`src/rtl/bcp_scheduler_pkg.sv`:
```
// Shared widths, result encoding and FSM state type for the BCP clause scheduler.
// The optional statistics helper is only referenced when BCP_SCHED_STATS_EN is defined.
`timescale 1ns/1ps
package bcp_scheduler_pkg;

  localparam int CLAUSE_TABLE_BITS = 6;
  localparam int MAX_CLAUSES_BITS  = 8;
  localparam int MAX_VARS_BITS     = 6;

  // 2'b11 is not a distinct outcome; it behaves exactly like RES_NONE.
  typedef enum logic [1:0] {
    RES_NONE     = 2'b00,
    RES_UNIT     = 2'b01,
    RES_CONFLICT = 2'b10,
    RES_NONE_ALT = 2'b11
  } clause_result_e;

  typedef enum logic [1:0] {
    S_IDLE = 2'b00,
    S_REQ  = 2'b01,
    S_PUSH = 2'b10
  } sched_state_e;

  function automatic logic [15:0] sat_inc16(input logic [15:0] value);
    return (value == 16'hFFFF) ? value : value + 16'd1;
  endfunction

endpackage

```
`src/rtl/bcp_scheduler_if.sv`:
```
// Clause-evaluator handshake and imply-stack write port seen by the scheduler.
// master = scheduler side, slave = evaluator / imply stack side.
`timescale 1ns/1ps
interface bcp_scheduler_if;
  import bcp_scheduler_pkg::*;

  logic                         clause_req;
  logic [CLAUSE_TABLE_BITS-1:0] clause_addr;
  logic                         clause_ack;
  logic [1:0]                   clause_result;
  logic [MAX_CLAUSES_BITS-1:0]  clause_id;
  logic [MAX_VARS_BITS-1:0]     unit_var;
  logic                         unit_val;

  logic                         push_imply;
  logic [MAX_VARS_BITS-1:0]     var_in_imply;
  logic                         val_in_imply;
  logic                         full_imply;

  modport master (
    output clause_req, clause_addr, push_imply, var_in_imply, val_in_imply,
    input  clause_ack, clause_result, clause_id, unit_var, unit_val, full_imply
  );

  modport slave (
    input  clause_req, clause_addr, push_imply, var_in_imply, val_in_imply,
    output clause_ack, clause_result, clause_id, unit_var, unit_val, full_imply
  );

endinterface

```
`src/rtl/bcp_scheduler.sv`:
```
// Walks a clause-table address range, pushes implied literals, stops on the first conflict.
// Define BCP_SCHED_STATS_EN to add saturating clause_count / unit_count outputs.
`timescale 1ns/1ps
module bcp_scheduler
  import bcp_scheduler_pkg::*;
(
  input  logic                         clock,
  input  logic                         reset,
  input  logic                         abort,
  input  logic                         start,
  input  logic [CLAUSE_TABLE_BITS-1:0] start_clause,
  input  logic [CLAUSE_TABLE_BITS-1:0] end_clause,
  bcp_scheduler_if.master              bus,
  output logic                         busy,
  output logic                         conflict,
  output logic [MAX_CLAUSES_BITS-1:0]  bcp_clause_idx,
  output logic                         done
`ifdef BCP_SCHED_STATS_EN
  ,
  output logic [15:0]                  clause_count,
  output logic [15:0]                  unit_count
`endif
);

  sched_state_e                 state_q, state_d;
  logic [CLAUSE_TABLE_BITS-1:0] addr_q, addr_d;
  logic [CLAUSE_TABLE_BITS-1:0] end_q, end_d;
  logic                         conflict_q, conflict_d;
  logic [MAX_CLAUSES_BITS-1:0]  idx_q, idx_d;
  logic [MAX_VARS_BITS-1:0]     var_q, var_d;
  logic                         val_q, val_d;
  logic                         done_q, done_d;
  logic                         advance;

  always_ff @(posedge clock) begin
    if (reset) begin
      state_q    <= S_IDLE;
      addr_q     <= '0;
      end_q      <= '0;
      conflict_q <= 1'b0;
      idx_q      <= '0;
      var_q      <= '0;
      val_q      <= 1'b0;
      done_q     <= 1'b0;
    end else begin
      state_q    <= state_d;
      addr_q     <= addr_d;
      end_q      <= end_d;
      conflict_q <= conflict_d;
      idx_q      <= idx_d;
      var_q      <= var_d;
      val_q      <= val_d;
      done_q     <= done_d;
    end
  end

  always_comb begin
    state_d    = state_q;
    addr_d     = addr_q;
    end_d      = end_q;
    conflict_d = conflict_q;
    idx_d      = idx_q;
    var_d      = var_q;
    val_d      = val_q;
    done_d     = 1'b0;
    advance    = 1'b0;

    case (state_q)
      S_IDLE: begin
        if (start) begin
          end_d      = end_clause;
          addr_d     = start_clause;
          conflict_d = 1'b0;
          idx_d      = '0;
          if (start_clause > end_clause) done_d = 1'b1;
          else                           state_d = S_REQ;
        end
      end
      S_REQ: begin
        if (bus.clause_ack) begin
          case (clause_result_e'(bus.clause_result))
            RES_CONFLICT: begin
              conflict_d = 1'b1;
              idx_d      = bus.clause_id;
              done_d     = 1'b1;
              state_d    = S_IDLE;
            end
            RES_UNIT: begin
              var_d   = bus.unit_var;
              val_d   = bus.unit_val;
              state_d = S_PUSH;
            end
            default: advance = 1'b1;
          endcase
        end
      end
      S_PUSH:  if (!bus.full_imply) advance = 1'b1;
      default: state_d = S_IDLE;
    endcase

    // Compare before incrementing so an all-ones end address terminates instead of wrapping.
    if (advance) begin
      if (addr_q == end_q) begin
        done_d  = 1'b1;
        state_d = S_IDLE;
      end else begin
        addr_d  = addr_q + 1'b1;
        state_d = S_REQ;
      end
    end

    if (abort) begin
      state_d    = S_IDLE;
      addr_d     = '0;
      end_d      = '0;
      conflict_d = 1'b0;
      idx_d      = '0;
      var_d      = '0;
      val_d      = 1'b0;
      done_d     = 1'b0;
    end
  end

  assign bus.clause_req   = (state_q == S_REQ);
  assign bus.clause_addr  = addr_q;
  assign bus.push_imply   = (state_q == S_PUSH) && !bus.full_imply;
  assign bus.var_in_imply = var_q;
  assign bus.val_in_imply = val_q;
  assign busy             = (state_q != S_IDLE) || start;
  assign conflict         = conflict_q;
  assign bcp_clause_idx   = idx_q;
  assign done             = done_q;

`ifdef BCP_SCHED_STATS_EN
  logic [15:0] clause_count_q, clause_count_d;
  logic [15:0] unit_count_q, unit_count_d;

  always_ff @(posedge clock) begin
    if (reset) begin
      clause_count_q <= '0;
      unit_count_q   <= '0;
    end else begin
      clause_count_q <= clause_count_d;
      unit_count_q   <= unit_count_d;
    end
  end

  always_comb begin
    clause_count_d = clause_count_q;
    unit_count_d   = unit_count_q;
    if (abort || (state_q == S_IDLE && start)) begin
      clause_count_d = '0;
      unit_count_d   = '0;
    end else begin
      if (state_q == S_REQ && bus.clause_ack) clause_count_d = sat_inc16(clause_count_q);
      if (bus.push_imply)                     unit_count_d   = sat_inc16(unit_count_q);
    end
  end

  assign clause_count = clause_count_q;
  assign unit_count   = unit_count_q;
`endif

endmodule

```
`src/flat_wrapper.sv`:
```
// flat-port wrapper written by rule: the top's interface ports become plain ports
module bcp_scheduler_flat import bcp_scheduler_pkg::*;
  (clock, reset, abort, start, start_clause, end_clause, busy, conflict, bcp_clause_idx, done, bus_clause_req, bus_clause_addr, bus_push_imply, bus_var_in_imply, bus_val_in_imply, bus_clause_ack, bus_clause_result, bus_clause_id, bus_unit_var, bus_unit_val, bus_full_imply);
  bcp_scheduler_if bus_i ();
  input  logic clock;
  input  logic reset;
  input  logic abort;
  input  logic start;
  input  logic [CLAUSE_TABLE_BITS-1:0] start_clause;
  input  logic [CLAUSE_TABLE_BITS-1:0] end_clause;
  output logic busy;
  output logic conflict;
  output logic [MAX_CLAUSES_BITS-1:0] bcp_clause_idx;
  output logic done;
  output wire logic [$bits(bus_i.clause_req)-1:0] bus_clause_req;
  output wire logic [$bits(bus_i.clause_addr)-1:0] bus_clause_addr;
  output wire logic [$bits(bus_i.push_imply)-1:0] bus_push_imply;
  output wire logic [$bits(bus_i.var_in_imply)-1:0] bus_var_in_imply;
  output wire logic [$bits(bus_i.val_in_imply)-1:0] bus_val_in_imply;
  input wire logic [$bits(bus_i.clause_ack)-1:0] bus_clause_ack;
  input wire logic [$bits(bus_i.clause_result)-1:0] bus_clause_result;
  input wire logic [$bits(bus_i.clause_id)-1:0] bus_clause_id;
  input wire logic [$bits(bus_i.unit_var)-1:0] bus_unit_var;
  input wire logic [$bits(bus_i.unit_val)-1:0] bus_unit_val;
  input wire logic [$bits(bus_i.full_imply)-1:0] bus_full_imply;
  assign bus_clause_req = bus_i.clause_req;
  assign bus_clause_addr = bus_i.clause_addr;
  assign bus_push_imply = bus_i.push_imply;
  assign bus_var_in_imply = bus_i.var_in_imply;
  assign bus_val_in_imply = bus_i.val_in_imply;
  assign bus_i.clause_ack = bus_clause_ack;
  assign bus_i.clause_result = bus_clause_result;
  assign bus_i.clause_id = bus_clause_id;
  assign bus_i.unit_var = bus_unit_var;
  assign bus_i.unit_val = bus_unit_val;
  assign bus_i.full_imply = bus_full_imply;
  bcp_scheduler u_core (.clock(clock), .reset(reset), .abort(abort), .start(start), .start_clause(start_clause), .end_clause(end_clause), .bus(bus_i), .busy(busy), .conflict(conflict), .bcp_clause_idx(bcp_clause_idx), .done(done));
endmodule
```
`config.mk`:
```
export PLATFORM = sky130hd
export DESIGN_NAME = bcp_scheduler_flat
export DESIGN_NICKNAME = d
export VERILOG_FILES = /design/src/rtl/bcp_scheduler_pkg.sv /design/src/rtl/bcp_scheduler_if.sv /design/src/rtl/bcp_scheduler.sv /design/src/flat_wrapper.sv
export SDC_FILE = /design/constraint.sdc
export NUM_CORES = 1
export LEC_CHECK = 0
export BUFFER_PORTS_ARGS = -buffer_cell sky130_fd_sc_hd__buf_2
export CAP_MARGIN = 10
export CORE_AREA = 2 2 65 67
export DETAILED_ROUTE_END_ITERATION = 12
export DIE_AREA = 0 0 67 69
export PLACE_DENSITY = 0.78
export SLEW_MARGIN = 20
export SYNTH_ARGS = -nofsm -noshare
export SYNTH_HDL_FRONTEND = slang
export SYNTH_SLANG_ARGS = --single-unit
```
`constraint.sdc`:
```
create_clock -name clock -period 2.03 [get_ports clock]
set_input_delay 0.3045 -clock clock [delete_from_list [all_inputs] [get_ports clock]]
set_output_delay 0.3045 -clock clock [all_outputs]
set_load 0.01 [all_outputs]
```
## After elaboration in Yosys (flattened, before gate mapping)

Index checks and enable logic that the tools add are counted.
Widths: inputs -> output; s select.

| word-level totals | value |
|---|---|
| register bits | 31 |
| output and inout bits | 26 |
| word-level logic and storage cells | 65 |

| operators by class | value |
|---|---|
| add/subtract/negate cells | 1 |
| $lt $le $gt $ge | 1 |
| eq/ne operators | 13 |
| mux-type cells | 30 |
| reduce and logical (&&, ||, !) cells | 12 |

Operator list:

| operator | number |
|---|---|
| $mux 6 | 4 |
| $mux 8 | 3 |
| $pmux 8 s2 | 1 |
| $mux 1 | 13 |
| $mux 2 | 4 |
| $add 6x1->6 const B | 1 |
| $eq 6x6->1 | 1 |
| $gt 6x6->1 | 1 |
| $ne 2x1->1 const B | 3 |
| $ne 3x2->1 const B | 2 |
| $pmux 1 s2 | 3 |
| $pmux 2 s3 | 1 |
| $reduce_and 5->1 | 1 |
| $eq 2x1->1 const B | 2 |
| $eq 2x2->1 const B | 2 |
| $ne 4x1->1 const B | 1 |
| $pmux 2 s2 | 1 |
| $reduce_and 4->1 | 1 |
| $reduce_bool 2->1 | 2 |
| $reduce_or 2->1 | 2 |
| $ne 3x1->1 const B | 1 |
| $reduce_and 3->1 | 1 |
| $logic_not 2->1 | 1 |
| $ne 2x2->1 const B | 1 |
| other kinds (4) | 4 |

## Depth between registers and ports, before layout

| depth | value |
|---|---|
| depth after elaboration | 7 |
| gate-level depth with buffers | 8 |
| mapped depth without buffers | 7 |

## Worst setup path before layout

Ideal clock, no wire load.

| path | value |
|---|---|
| path kind | input to register |
| from | in end_clause[3] |
| to | reg u_core.state_q[1] |
| setup time | 0.121 ns |
| arrival | 1.805 ns |
| data required time | 1.909 ns |
| slack | 0.105 ns |
| stages on the path | 7 |
| buffers on the path | 0 |
| cells stage by stage | inv_1 > ha_1 > a21o_1 > a21o_1 > a221o_1 > a31oi_1 > mux2_2 |

| between the ends | value |
|---|---|
| cells in the longest elaborated chain, start to end | 3 |

Ends and longest elaborated chain:

| element | RTL line | text |
|---|---|---|
| start: declaration | flat_wrapper.sv:10 | `input logic [CLAUSE_TABLE_BITS-1:0] end_clause;` |
| $gt 6x6->1 | bcp_scheduler.sv:75 | `if (start_clause > end_clause) done_d = 1'b1;` |
| $ne 3x2->1 (no line) | -- |  |
| $reduce_and 5->1 (no line) | -- |  |
| end signal: assignment | bcp_scheduler.sv:46 | `state_q <= state_d;` |
| end: declaration | bcp_scheduler.sv:25 | `sched_state_e state_q, state_d;` |

No other way between the ends.
A chain may end at the register's enable or synchronous reset.

## Final worst setup path

| path | value |
|---|---|
| from | reg u_core.state_q[1] |
| to | reg u_core.addr_q[4], in the netlist u_core.bus.clause_addr[4] |

| between the ends | value |
|---|---|
| cells in the longest elaborated chain, start to end | 4 |
| elaborated cells between the ends (all ways) | 7 |

Ends and longest elaborated chain:

| element | RTL line | text |
|---|---|---|
| $logic_not 2->1 | bcp_scheduler.sv:68 | `case (state_q)` |
| $mux 6 | bcp_scheduler.sv:68 |  |
| $mux 6 | bcp_scheduler.sv:103 | `if (addr_q == end_q) begin` |
| $mux 6 * | bcp_scheduler.sv:102 | `if (advance) begin` |
| end signal: assignment | bcp_scheduler.sv:47 | `addr_q <= addr_d;` |
| end: declaration | bcp_scheduler.sv:26 | `logic [CLAUSE_TABLE_BITS-1:0] addr_q, addr_d;` |

Mark *: on every way between the ends. The rest lies on a longest branch, timed or not.

==> impl_metrics.toml <==
[sta]
tightest_slew_ns = 0.623
hold_violations = 0
max_freq_mhz = 536
slew_headroom = 0.585
rsz0062_at_grt = "false"
fin_skew_ns = 0.00319
fin_ws_ns = 0.166
fin_crit_sh = 0.918
slew_viol_final = 0
fin_tns_setup_ns = 0
fin_crit_ns = 1.86
setup-violations-final = 0

[critical_path]
worstRegToRegCells = 7
cp-end-kind = "flop"
crit_required_ns = 2.19
crit_path_max_fanout = 7
start_kind = "flop"
worst_ep_arrival_time_ns = 2.03
critical_path_class = "flop to flop"

[worst_hold_path]
holdPathStages = 3
hold_class = "input pin to flop"

[global_routing]
grt_pass1_wl_um = 6930
grt_usage = 0.192
overflow = 0
grt_pass1_vias = 1520
antenna_found_initial = 0
grt_max_degree = 33

[outcome]
status = "finished clean"

[layout]
multi_input_area_um2 = 971
nets = 311
syn2layout_area_growth_pct = 26.8
n_antenna_cell = 0
fillers = 393
seqCellArea_um2 = 621
layout-drive-gt1-share = 0.318

[power]
power_frac_comb = 0.150
power_leakage_nw = 1.04
p_int_uw = 972
netSwitchingFraction = 0.263
max-vdd-ir-drop_mv = 0.392
power_density_nw_per_um2 = 620
pwr-share-clk = 0.370
switchingPower_uw = 347
seqPwrFrac = 0.480
finalPower_mw = 1.32

[clock_tree]
cts_root_buffer = "clkbuf_8"
clkSinkCount = 31
path_clk_slew_ns = 0.06
cts-resized-gates = 0
cts-hold-fix-buffers = 0
htreeDepth = 2
cts_tree = "yes"
insertion_delay_ns = 0.28
post_cts_buffers = 0
clockBufferDepth = 2
numCtsBuffers = 5

[floorplan]
die-area_um2 = 4620
dieHeight_um = 69
top_level_ports = 61
floorplan.core_area_um2 = 3910
rows = 23
initial_core_util = 0.429
die_x_um = 67

[synthesis]
ys.flop_type = "dfxtp_1"
synthDistinctLibCells = 39
yosysTopAreaCellShare = 0.370
synth_xor_area_frac = 0.0403
synth_top_family_by_area = "simple AND/OR/NAND/NOR gates"
syn-instance-count = 202
ys_warn_count = 0
synth_compound_area_frac = 0.150
synthSimpleGateAreaFrac = 0.251
syn_nets = 249
synthesis.area_um2 = 1680
synthMuxAreaShare = 0.0485
synthAdderAreaFrac = 0.0895
ys_ff_latch = 31
synth.largest_area_cell = "dfxtp_1"
synth-edff-count = 0
syn_area_per_cell_um2 = 8.31
synth_seq_area_share = 0.370
yosys-top-cells-area = "dfxtp_1 37%, ha_1 8.9%, nand2_1 6.5%, a21oi_1 5.1%, nand3_1 4.8%"
async_flop_share = 0

[placed_design]
preCtsSetupSlack_ns = -0.0912
io_buffers = 60
routabilityCongestion = 0.846
dpl.hpwl_um = 3140

[routing]
drt-total-wl_um = 4130
vias_per_cell = 5.25
dr_total_vias = 1647
first_pass_iters = 4
drcViolationCount = 0
drt_iter0_drc = 85
wl_per_cell_um = 13.1
final_antenna_net_count = 0

[run]
drv_cap = 0
[power by group through the flow]
stage / logic, mW / clock network [mW] / registers [mW]
detailed placement: 0.196 / 0 / 0.646
CTS: 0.197 / 0.496 / 0.632
finish: 0.198 / 0.488 / 0.633
floorplan: 0.114 / 0 / 0.647
global placement: 0.192 / 0 / 0.646
global route: 0.221 / 0.528 / 0.634
[flip-flops by register name (all words and copies together), names as in the netlist]
| register | count |
|---|---|
| u_core.bcp_clause_idx | 8 |
| u_core.bus.clause_addr | 6 |
| u_core.bus.var_in_imply | 6 |
| u_core.end_q | 6 |
| u_core.state_q | 2 |
| u_core.bus.val_in_imply | 1 |
| u_core.conflict | 1 |
| u_core.done | 1 |
[routing by layer]
| layer | wire (um) | vias up | share of wire | GRT usage |
|---|---|---|---|---|
| met5 | 0 | - | 0 | 0 |
| met4 | 116 | 0 | 0.028 | 0.0839 |
| met3 | 208 | 12 | 0.050 | 0.0440 |
| met2 | 2040 | 45 | 0.49 | 0.305 |
| met1 | 1770 | 762 | 0.43 | 0.245 |
| li1 | - | 828 | - | - |
[critical path: stages (launching register included)]
cell      delay [ns]
dfxtp_1         0.34
inv_1           0.07
ha_1            0.25
and3_1          0.17
o21a_1          0.21
o21a_4          0.15
o2111a_1        0.23
a311o_1         0.33
[synth_stat cells, drive strengths merged, types with 2 or more instances]
cell and instances:
inv 11, and3 4, nor3b 2, mux2i 7
nor2 13, nand2 29, nand3 16, dfxtp 31
or2 2, nor3 5, clkbuf 6, o21ai 4
buf 5, a31oi 2, a21o 3, nand4 7
a21oi 17, nor2b 2, xnor2 6, ha 12
o21a 3, nand2b 4
[cell families (layout without fill, tap and decap cells)]
kind of cell	after synthesis	in the layout
simple gates	86	86
compound gates	37	37
xor+xnor	6	6
fa+ha+maj	12	12
buf+inv	22	84
mux	8	8
flops	31	31
[stage by stage]
| step | util | area (um2) | hold slack, ns | instances |
|---|---|---|---|---|
| final | 0.544 | 2130 | 0.248 | 314 |
| after floorplan | - | 1680 | 0.440 | 202 |
| after CTS | 0.544 | 2130 | 0.244 | 314 |
| after detailed placement | 0.521 | 2040 | 0.458 | 307 |
| after global placement | 0.521 | 2040 | 0.454 | 307 |
| after global routing | 0.544 | 2130 | 0.258 | 314 |
[cells in the final DEF, fill, tap and decap left out, drive strengths merged, types with 5 or more instances in the layout]
cell    Yosys  layout
a21oi      17      17
buf         5      66
clkbuf      6       6
dfxtp      31      31
ha         12      12
inv        11      11
mux2i       7       7
nand2      29      29
nand3      16      16
nand4       7       7
nor2       13      13
nor3        5       5
xnor2       6       6
[path summary, 6_finish.rpt]
kind                                                            start                                      end  slack [ns]
worst max-delay path                   u_core.state_q[1]$_SDFFE_PP0P_     u_core.bus.clause_addr[4]$_SDFF_PP0_        0.17
worst min-delay path                                  bus_unit_var[1]  u_core.bus.var_in_imply[1]$_SDFFE_PP0P_        0.25
worst max register to register         u_core.state_q[1]$_SDFFE_PP0P_     u_core.bus.clause_addr[4]$_SDFF_PP0_        0.17
worst min register to register  u_core.bcp_clause_idx[7]$_SDFFE_PP0P_    u_core.bcp_clause_idx[7]$_SDFFE_PP0P_        0.46
[layout make-up]
| class | count | share of cell area |
|---|---|---|
| Clock inverter | 1 | 0.00235 |
| Timing Repair Buffer | 66 | 0.162 |
| Sequential cell | 31 | 0.292 |
| Clock buffer | 6 | 0.0388 |
| Multi-Input combinational cell | 149 | 0.456 |
| Tap cell | 50 | 0.0294 |
| Inverter | 11 | 0.0194 |
No activity file was read; power rests on OpenSTA's default activity.
